[config.mk]
export PLATFORM = sky130hd
export DESIGN_NAME = demux_router_ctrl
export DESIGN_NICKNAME = d
export VERILOG_FILES = /design/src/rtl/demux_ctrl_pkg.sv /design/src/rtl/demux_out_reg.sv /design/src/rtl/demux_router_ctrl.sv
export SDC_FILE = /design/constraint.sdc
export NUM_CORES = 1
export LEC_CHECK = 0
export CAP_MARGIN = 0
export CELL_PAD_IN_SITES_DETAIL_PLACEMENT = 0
export CELL_PAD_IN_SITES_GLOBAL_PLACEMENT = 2
export CORE_UTILIZATION = 27
export DETAILED_ROUTE_END_ITERATION = 12
export PLACE_DENSITY = 0.84
export SLEW_MARGIN = 20
export SYNTH_ARGS = -nofsm -noshare
export SYNTH_HDL_FRONTEND = slang
export SYNTH_SLANG_ARGS = --single-unit
[constraint.sdc]
create_clock -name clk -period 2.15 [get_ports clk]
set_input_delay 0.43 -clock clk [delete_from_list [all_inputs] [get_ports clk]]
set_output_delay 0.43 -clock clk [all_outputs]
set_load 0.02 [all_outputs]
[src/rtl/demux_ctrl_pkg.sv]
// Shared types and constants for the packet demux router controller.
package demux_ctrl_pkg;

  typedef enum logic [1:0] {
    IDLE = 2'd0,
    FWD  = 2'd1,
    DROP = 2'd2
  } state_t;

  localparam logic [7:0] DROP_CNT_MAX = 8'd255;

endpackage

[src/rtl/demux_out_reg.sv]
// Single valid/ready register stage holding one beat (data plus last flag).
module demux_out_reg #(
  parameter int W = 9
) (
  input  logic         clk,
  input  logic         rst,
  input  logic         load,
  input  logic [W-1:0] d,
  input  logic         take,
  output logic         full,
  output logic [W-1:0] q
);

  // A load wins over a take so a same-cycle handoff refills without a bubble.
  always_ff @(posedge clk or posedge rst) begin
    if (rst) begin
      full <= 1'b0;
      q    <= '0;
    end else if (load) begin
      full <= 1'b1;
      q    <= d;
    end else if (take) begin
      full <= 1'b0;
    end
  end

endmodule

[src/rtl/demux_router_ctrl.sv]
// Header-routed packet demultiplexer: first beat selects the output, payload
// beats go through one register stage, packets to disabled outputs are dropped.
module demux_router_ctrl
  import demux_ctrl_pkg::*;
#(
  parameter int DW   = 8,
  parameter int NOUT = 4
) (
  input  logic            clk,
  input  logic            rst,
  input  logic            in_valid,
  input  logic [DW-1:0]   in_data,
  input  logic            in_last,
  output logic            in_ready,
  input  logic [NOUT-1:0] en_mask,
  output logic [NOUT-1:0] out_valid,
  output logic [DW-1:0]   out_data,
  output logic            out_last,
  input  logic [NOUT-1:0] out_ready,
  output logic            busy,
  output logic [7:0]      drop_cnt
);

  localparam int DEST_W = $clog2(NOUT);

  state_t            state, state_nx;
  logic [DEST_W-1:0] dest, dest_q;
  logic              reg_full, take, accept, load, cnt_inc;
  logic [DW:0]       reg_q;

  assign dest   = in_data[DEST_W-1:0];
  assign take   = reg_full & out_ready[dest_q];
  assign accept = in_valid & in_ready;
  assign load   = accept & (state == FWD);

  always_ff @(posedge clk or posedge rst) begin
    if (rst) state <= IDLE;
    else     state <= state_nx;
  end

  always_comb begin
    state_nx = state;
    case (state)
      IDLE:    if (accept && !in_last) state_nx = en_mask[dest] ? FWD : DROP;
      FWD:     if (accept && in_last)  state_nx = IDLE;
      DROP:    if (accept && in_last)  state_nx = IDLE;
      default: state_nx = IDLE;
    endcase
  end

  always_comb begin
    in_ready = 1'b0;
    cnt_inc  = 1'b0;
    if (!rst) begin
      case (state)
        IDLE:    in_ready = ~reg_full;
        FWD:     in_ready = ~reg_full | out_ready[dest_q];
        DROP:    in_ready = 1'b1;
        default: in_ready = 1'b0;
      endcase
    end
    cnt_inc = accept & in_last & ((state == IDLE) | (state == DROP));
  end

  // dest_q only moves on a forwarded header, which needs an empty register,
  // so it stays valid until the previous packet's last beat has drained.
  always_ff @(posedge clk or posedge rst) begin
    if (rst) begin
      dest_q <= '0;
    end else if ((state == IDLE) && accept && !in_last && en_mask[dest]) begin
      dest_q <= dest;
    end
  end

  always_ff @(posedge clk or posedge rst) begin
    if (rst) begin
      drop_cnt <= '0;
    end else if (cnt_inc && (drop_cnt != DROP_CNT_MAX)) begin
      drop_cnt <= drop_cnt + 8'd1;
    end
  end

  demux_out_reg #(.W(DW + 1)) u_out_reg (
    .clk  (clk),
    .rst  (rst),
    .load (load),
    .d    ({in_last, in_data}),
    .take (take),
    .full (reg_full),
    .q    (reg_q)
  );

  always_comb begin
    out_valid = '0;
    if (reg_full) out_valid[dest_q] = 1'b1;
  end

  assign out_data = reg_q[DW-1:0];
  assign out_last = reg_q[DW];
  assign busy     = (state != IDLE) | reg_full;

endmodule

==> flow_metrics.env <==
export IMPL_grt_pass1_wl_um=4330
export IMPL_muxShareOfSynthArea_pct=15.8
export IMPL_die_width_um=67.0
export IMPL_cp_start_kind="flip-flop"
export IMPL_synth_compound_area_share_pct=9.98
export IMPL_drt_wirelength_per_cell_um=13.2
export IMPL_r2r_slack_ns=0.07
export IMPL_use_met3_pct=2.05
export IMPL_cts_inserted_buffers=3
export IMPL_ant_nets=0
export IMPL_crit_path_end_kind="primary output"
export IMPL_hold_buffers=0
export IMPL_pin_count=43
export IMPL_leakagePower_uw=0.000849
export IMPL_async_flop_share_pct=100
export IMPL_cp_cell_sequence="mux4_2 > a21oi_2 > nor2_1 > o21a_1 > buf_6"
export IMPL_syn_area_sq_mm=0.00114
export IMPL_slew_violations=0
export IMPL_ys_ff_latch=22
export IMPL_critical_path_max_fanout=2
export IMPL_drt_iter0_drc=15
export IMPL_dp_slack_ns=-0.514
export IMPL_powerDensity_mw_per_mm2=1250
export IMPL_synth_most_common_cell="dfrtp_1"
export IMPL_critPathRequiredTime_ns=1.72
export IMPL_place_congestion=0.748
export IMPL_grt_pass1_vias=943
export IMPL_nNetsFinal=179
export IMPL_ys_seq_area_share_pct=48.2
export IMPL_min_period_ns=2.11
export IMPL_hpwl_um=2050
export IMPL_clkSinkCount=22
export IMPL_syn_area_per_cell_sq_um=12.1
export IMPL_io_buffers=42
export IMPL_vias=956
export IMPL_placed_cells=197
export IMPL_finalNonFillerCells=203
export IMPL_grt_util_met1_pct=16.8
export IMPL_slew_headroom_pct=72.1
export IMPL_firstDrtPassIters=4
export IMPL_gr_total_overflow=0
export IMPL_grt_usage_pct=13.1
export IMPL_htree_num_levels=1
export IMPL_synthesis_nets=119
export IMPL_synth_top_family_by_area="multiplexers"
export IMPL_clockBufferDepth=2
export IMPL_fmax_mhz=474
export IMPL_hold_viol=0
export IMPL_synth_cells=94
export IMPL_grt_busiest_layer="met2"
export IMPL_setup_viol=0
export IMPL_via_per_inst=4.71
export IMPL_start_util_pct=28.3
export IMPL_critPathTopFamily="multiplexers"
export IMPL_synthTopCellsByCount="22 x dfrtp_1, 12 x mux2_2, 6 x inv_1"
export IMPL_peakVddDrop_uv=604
export IMPL_diodes=0
export IMPL_dpl_cell_area_sq_mm=0.00172
export IMPL_grt_start_max_net_pins=23
export IMPL_synth_cell_types=32
export IMPL_worstSkewPairLatency_ns=0.26
export IMPL_grt_antenna_before_repair=0
export IMPL_synth_edf_count=0
export IMPL_synth_xor_area_share_pct=4.61
export IMPL_synthSimpleGateAreaFrac_pct=13.9
export IMPL_crit_path_max_incr_delay_ns=0.55
export IMPL_root_buffer="clkbuf_8"
export IMPL_tightest_slew_ns=0.416
export IMPL_cp_num_buf_inv=1
export IMPL_status="finished, final reports clean"
export IMPL_cts_tree="built"
export IMPL_drc=0
export IMPL_max_cap_viol_count=0
export IMPL_grt_use_met2_pct=21.5
export IMPL_synthFlopType="dfrtp_1"
export IMPL_finalClockSkew_ns=0.000863
export IMPL_core_sq_mm=0.00403
export IMPL_period_share_pct=98.1
export IMPL_hp_class="reg -> reg"
export IMPL_synth_area_top_cells="dfrtp_1 48%, mux2_2 12%, ha_1 5.5%, mux4_2 3.9%, xnor2_1 3.8%"
export IMPL_yosysTopAreaCellShare_pct=48.2
export IMPL_layout_setup_ws_ns=0.0399
export IMPL_setup_tns_final_ns=0
export IMPL_whs_ns=0.512
export IMPL_synth_largest_area_cell="dfrtp_1"
export IMPL_num_rows=23
export IMPL_cp_slowest_cell="mux4_2"
export IMPL_rsz0062_at_grt="yes"
export IMPL_synthToLayoutAreaGrowth_pct=61.5
export IMPL_die_area_sq_mm=0.00449
export IMPL_clkTransAtPathRegs_ns=0.08
export IMPL_yosysWarnings=0
export IMPL_path_class="reg -> out"
export IMPL_crit_arrival_ns=1.68
export IMPL_final_layout_size_suffix_gt1_share_pct=27.5
export IMPL_synth_fa_ha_area_share_pct=5.48
export IMPL_die_y_um=67.0
export IMPL_finalInstanceArea_sq_mm=0.00184
export IMPL_postRouteWirelength_um=2670
==> metal layers <==
layer / routed length, um / part of all wire (%)
met5: 0 / 0
met4: 14 / 0.52
met3: 129 / 4.8
met2: 1290 / 48
met1: 1230 / 46
==> cell families after synthesis <==
family          after synthesis
mux                          14
xor+xnor                      6
compound gates               15
fa+ha+maj                     5
buf+inv                       6
simple gates                 26
flops                        22
==> flip-flops by register name, summed over array words and instances (netlist names) <==
signal / count
u_out_reg.q: 9
state: 2
u_out_reg.full: 1
drop_cnt: 8
dest_q: 2
==> metrics by stage <==
stage	total power, uW	util [%]
after floorplan	1350	-
after global placement	1850	42.7
after detailed placement	1890	42.7
after CTS	2320	45.9
after global routing	2470	45.7
final	2300	45.7
==> layout make-up <==
type / instances / area (sq um)
fillers: 387 / 2190
multi-input cells: 66 / 591
flip-flops and latches: 22 / 551
repair buffers: 55 / 546
well taps: 50 / 62.6
clock buffers: 3 / 41.3
clock inverters: 1 / 30.0
inverters: 6 / 22.5
==> placed cells by master (no fill, tap or decap), drive strengths merged, types with 5 or more instances in the layout <==
master	Yosys	layout
and3	5	5
buf	0	14
clkdlybuf4s50	0	34
dfrtp	22	22
dlygate4sd2	0	5
ha	5	5
inv	6	6
mux2	12	12
xnor2	5	5
==> what timing repair did <==
item                                   4_1_cts  5_1_grt
gates resized for setup                     15        7
pin swaps                                    4        2
gates cloned                                 1        0
endpoints found under the hold margin        0        0
setup buffers                                2        0
setup endpoints to repair                   11       21
==> power breakdown <==
part | switching (uW) | internal, uW
clock network | 128 | 248
registers | 129 | 572
logic | 568 | 654
==> path summary, 6_finish.rpt <==
kind	start	end	cells past startpoint
worst max-delay path	dest_q[0]	in_ready	5
worst min register to register	u_out_reg.q[3]	u_out_reg.q[3]	1
worst max register to register	dest_q[0]	u_out_reg.q[1]	6
min in group asynchronous	rst	state[0]	3
max in group asynchronous	rst	u_out_reg.q[3]	3
worst min-delay path	u_out_reg.q[3]	u_out_reg.q[3]	1
(Power assumes the default switching activity.)
==> RTL change 1, RTL diff (config.mk and constraints unchanged) <==
The parameter `DW` goes from 8 to 6.
--- a/src/rtl/demux_router_ctrl.sv
+++ b/src/rtl/demux_router_ctrl.sv
@@ -4,5 +4,5 @@
   import demux_ctrl_pkg::*;
 #(
-  parameter int DW   = 8,
+  parameter int DW   = 6,
   parameter int NOUT = 4
 ) (
Interface: changed (resized in_data and out_data); port bits go from 43 to 39. The function was not compared with the original's and may differ.
==> RTL change 1 against the original RTL <==
First-iteration DRC count is 13% higher. Largest cell class unchanged. Critical endpoint unchanged. Synthesized area is 2.0% lower. Design area is 1.5% lower. Sequential cell count is 2 lower. Worst setup slack worse by 0.0011 ns. Power is 12% lower. Combinational power is 16% lower. Clock skew is 0.0017 ns higher. Routed wire length is 3.1% higher.
==> RTL change 1: results (changes against the original RTL) <==
placed cell count 199 (+1.0%); Switch Pwr 0.7181 mW (-13%); PortBufs 38 (-9.5%); Detail Route met3 WL 157 µm (+22%); Final Cycle Share 98.19% (about the same); XOR/XNOR Fraction of Synth Area 4.698% (+0.093 points); vias in the first global route 1044 (+11%); Netlist cell types 34 (+6.3%); largest net degree at the start of global routing 21 (-8.7%); RR Endpoint u_out_reg.q[2]; Max stage delay on crit path 0.53 ns (-0.02 ns); status finished clean; leakage 0.8193 nW (-3.5%); Syn Area/Cell 12.43 µm² (+2.4%); syn nets 113 (-5.0%); Synth area leaders dfrtp_1, mux2_2, ha_1; Worst slew margin 79.65% (+7.5 points); adder-cell share of the synthesized area 5.593% (+0.11 points); post-place setup slack -0.4970 ns (+0.01667 ns); Seq/Total Area, Yosys 44.74% (-3.5 points); vias 938 (-1.9%); # nets final 178 (-0.56%); 1st-iter DRT viols 17 (+2); pwr/cell area 1119 nW/µm² (-10%); proportion of synthesized area in mux cells 16.11% (+0.32 points); met2 GRT Util 24.11% (+2.6 points); part of the power in combinational logic 50.6% (-2.5 points); Resize count post-CTS 7 (-8); synth cell count leaders dfrtp_1, mux2_2, inv_1; Setup Skew 0.002610 ns (+0.001746 ns); first-pass GRT wire length 4588 µm (+5.9%); gpl congestion 0.7912 (+5.8%); met3 usage in global routing 3.276% (+1.2 points); DR WL met2 1425 µm (+10%); Peak VDD IR 0.0005445 V (-9.8%); GR Util All Layers 13.63% (+0.54 points); share of cells above drive strength 1 34.42% (+7.0 points); DR WL/cell 13.51 µm (+2.6%); global routing met1 resource utilization 15.96% (-0.82 points)
[RTL change 1: worst min-delay path by stage]
| stage | startpoint | slack [ns] | endpoint |
|---|---|---|---|
| floorplan | rst | 0.39 | dest_q[0] |
| global placement | u_out_reg.q[3] | 0.49 | u_out_reg.q[3] |
| detailed placement | u_out_reg.q[0] | 0.50 | u_out_reg.q[0] |
| CTS | u_out_reg.q[0] | 0.52 | u_out_reg.q[0] |
| global route | u_out_reg.q[0] | 0.53 | u_out_reg.q[0] |
| finish | u_out_reg.q[0] | 0.51 | u_out_reg.q[0] |
[RTL change 1: final cells by class]
type,count,area (µm²)
fill,354,2185
multi-input combinational,63,605.6
timing repair buffer,60,549.3
sequential,20,500.5
tap,50,62.56
clock buffer,3,41.29
clock inverter,1,30.03
inverter,7,26.28
[RTL change 1: logic make-up after synthesis]
logic type | count (synthesis)
XOR/XNOR | 6
multiplexers | 13
flip-flops | 20
AO/OA/AOI/OAI | 11
buffers and inverters | 7
adder cells (fa/ha/maj) | 5
AND/OR/NAND/NOR | 28
==> RTL change 2, RTL diff (config.mk and constraints unchanged) <==
Made on the original files. Re-encode `state_t` (3 states) as one-hot, 3 bits wide.
--- a/src/rtl/demux_ctrl_pkg.sv
+++ b/src/rtl/demux_ctrl_pkg.sv
@@ -2,8 +2,8 @@
 package demux_ctrl_pkg;
 
-  typedef enum logic [1:0] {
-    IDLE = 2'd0,
-    FWD  = 2'd1,
-    DROP = 2'd2
+  typedef enum logic [2:0] {
+    IDLE = 3'b001,
+    FWD  = 3'b010,
+    DROP = 3'b100
   } state_t;
 
Behaviour: no difference found for any inputs over 10 cycles, from zero or initial values and one cycle with rst high; not proved beyond that.
==> RTL change 2 against the original RTL <==
Highest routed layer unchanged. Final cell count increased by 5.9%. First-iteration DRC count increased by 150%. Sequential cell count increased by 1. Design area increased by 0.61%. Routed wire length increased by 2.2%. Synthesized area increased by 4.2%. Worst setup slack improved by 0.052 ns.
Power is not compared: it rests on default switching activity, and its combinational part moved more than twofold at a synthesized area within 25%.
==> RTL change 2: results (changes against the original RTL) <==
vias 1001 (+4.7%); r2r setup slk 0.12 ns (+0.05 ns); Least-Margin Pin Slew 0.3048 ns (-0.1115 ns); Power Total 1.248 mW; Total Wirelength 2731 µm (+2.2%); #MultiIn Comb 75 (+14%); NonClk Buf Share 29.82% (+0.23 points); Clock group 0.264 mW; Async S/R FF share, synth 100.0% (unchanged); Worst-Skew Late Latency 0.26 ns (about the same); Synth warnings 0 (unchanged); diodes inserted 0 (unchanged); worst hold path type reg2reg; status finished clean; Reg2Reg Depth 5 (-1); count of non-CTS inverters in the layout 4 (-2); dpl hpwl 2151 µm (+5.0%); synth cell count leaders dfrtp_1, mux2_1, nand2b_1; Synth area leaders dfrtp_1, mux2_1, nand2b_1; placed cell count 210 (+6.6%); # H-tree levels 1 (unchanged); post-place setup slack -0.4374 ns (+0.07629 ns); Seq/Total Area, Yosys 48.53% (+0.28 points); leakage 0.8971 nW; filler instances 409 (+5.7%); # nets final 187 (+4.5%); drt first pass iters 4 (unchanged); Setup Skew 0.003015 ns (+0.002151 ns); Largest regs u_out_reg.q x9, drop_cnt x8, state x3; Switch Pwr 0.3934 mW; GR Util All Layers 13.06% (-0.021 points); Reg area 576.8 µm² (+4.8%); maximum fanout along the worst path 2 (unchanged); syn nets 125 (+5.0%); Multi-input gate area 600.6 µm² (+1.7%); gpl congestion 0.7862 (+5.1%); 1st-iter DRT viols 37 (+22); Buffers, non-clock 59 (+7.3%); Peak VDD IR 0.0003139 V; Syn Area/Cell 11.43 µm² (-5.8%); first-pass GRT wire length 4554 µm (+5.1%); largest net degree at the start of global routing 24 (+4.3%); Clock Pin Slew Worst Setup and Hold Paths 0.08 ns (about the same); share of cells above drive strength 1 19.39% (-8.1 points); data arrival time of the worst path 1.63 ns (-0.05 ns); initial antenna violation count 0 (unchanged); Final Cycle Share 95.72% (-2.4 points); Finished Layout Cells 215 (+5.9%); clock sink count 23 (+4.5%); PortBufs 42 (unchanged); clock tree cell share of total cell area 2.497% (-1.4 points)
==> RTL change 2: critical path: stages <==
cell	delay (ns)
clkdlybuf4s50_1	0.47
mux2i_2	0.08
a221oi_2	0.27
o21bai_1	0.09
a21oi_1	0.13
buf_4	0.15
==> RTL change 2: worst paths after layout <==
check / from / end
min in group asynchronous: rst / drop_cnt[7]
max in group asynchronous: rst / state[0]
hold / removal: u_out_reg.q[5] / u_out_reg.q[5]
setup reg to reg: state[0] / drop_cnt[7]
hold reg to reg: u_out_reg.q[5] / u_out_reg.q[5]
setup / recovery: out_ready[1] / in_ready
==> RTL change 2: per-layer routing <==
layer,part of all wire (%),vias to the layer above,global-route usage [%],wire length [µm]
met5,0,-,0,0
met4,1.1,0,3.906,30
met3,4.0,2,2.500,109
met2,48,24,22.55,1302
met1,47,477,16.31,1289
li1,-,498,-,-
==> RTL change 2: kinds of logic (layout without fill, tap and decap cells) <==
group / after synthesis / after routing / share of synthesized area [%]
and+or+nand+nor: 40 / 40 / 19.58
muxes: 16 / 16 / 15.89
DFF: 23 / 23 / 48.53
AOI/OAI and AO/OA: 12 / 12 / 8.526
xor gates and xnor gates: 6 / 6 / 4.421
buffers and inverters: 6 / 67 / 1.999
adders and majority gates: 1 / 1 / 1.052
==> RTL change 2: metrics by stage <==
step | area (µm²) | hold slack (ns)
2_1_floorplan | 1189 | 0.4398
4_1_cts | 1824 | 0.5052
3_3_place_gp | 1783 | 0.4785
3_5_place_dp | 1783 | 0.4842
5_1_grt | 1854 | 0.5283
6_report | 1854 | 0.4998
==> RTL change 2: what timing repair did <==
item                       4_1_cts  5_1_grt
gates resized for setup          7        7
setup endpoints to repair        3        5
buffers inserted                 0        1
pin swaps                        0        5
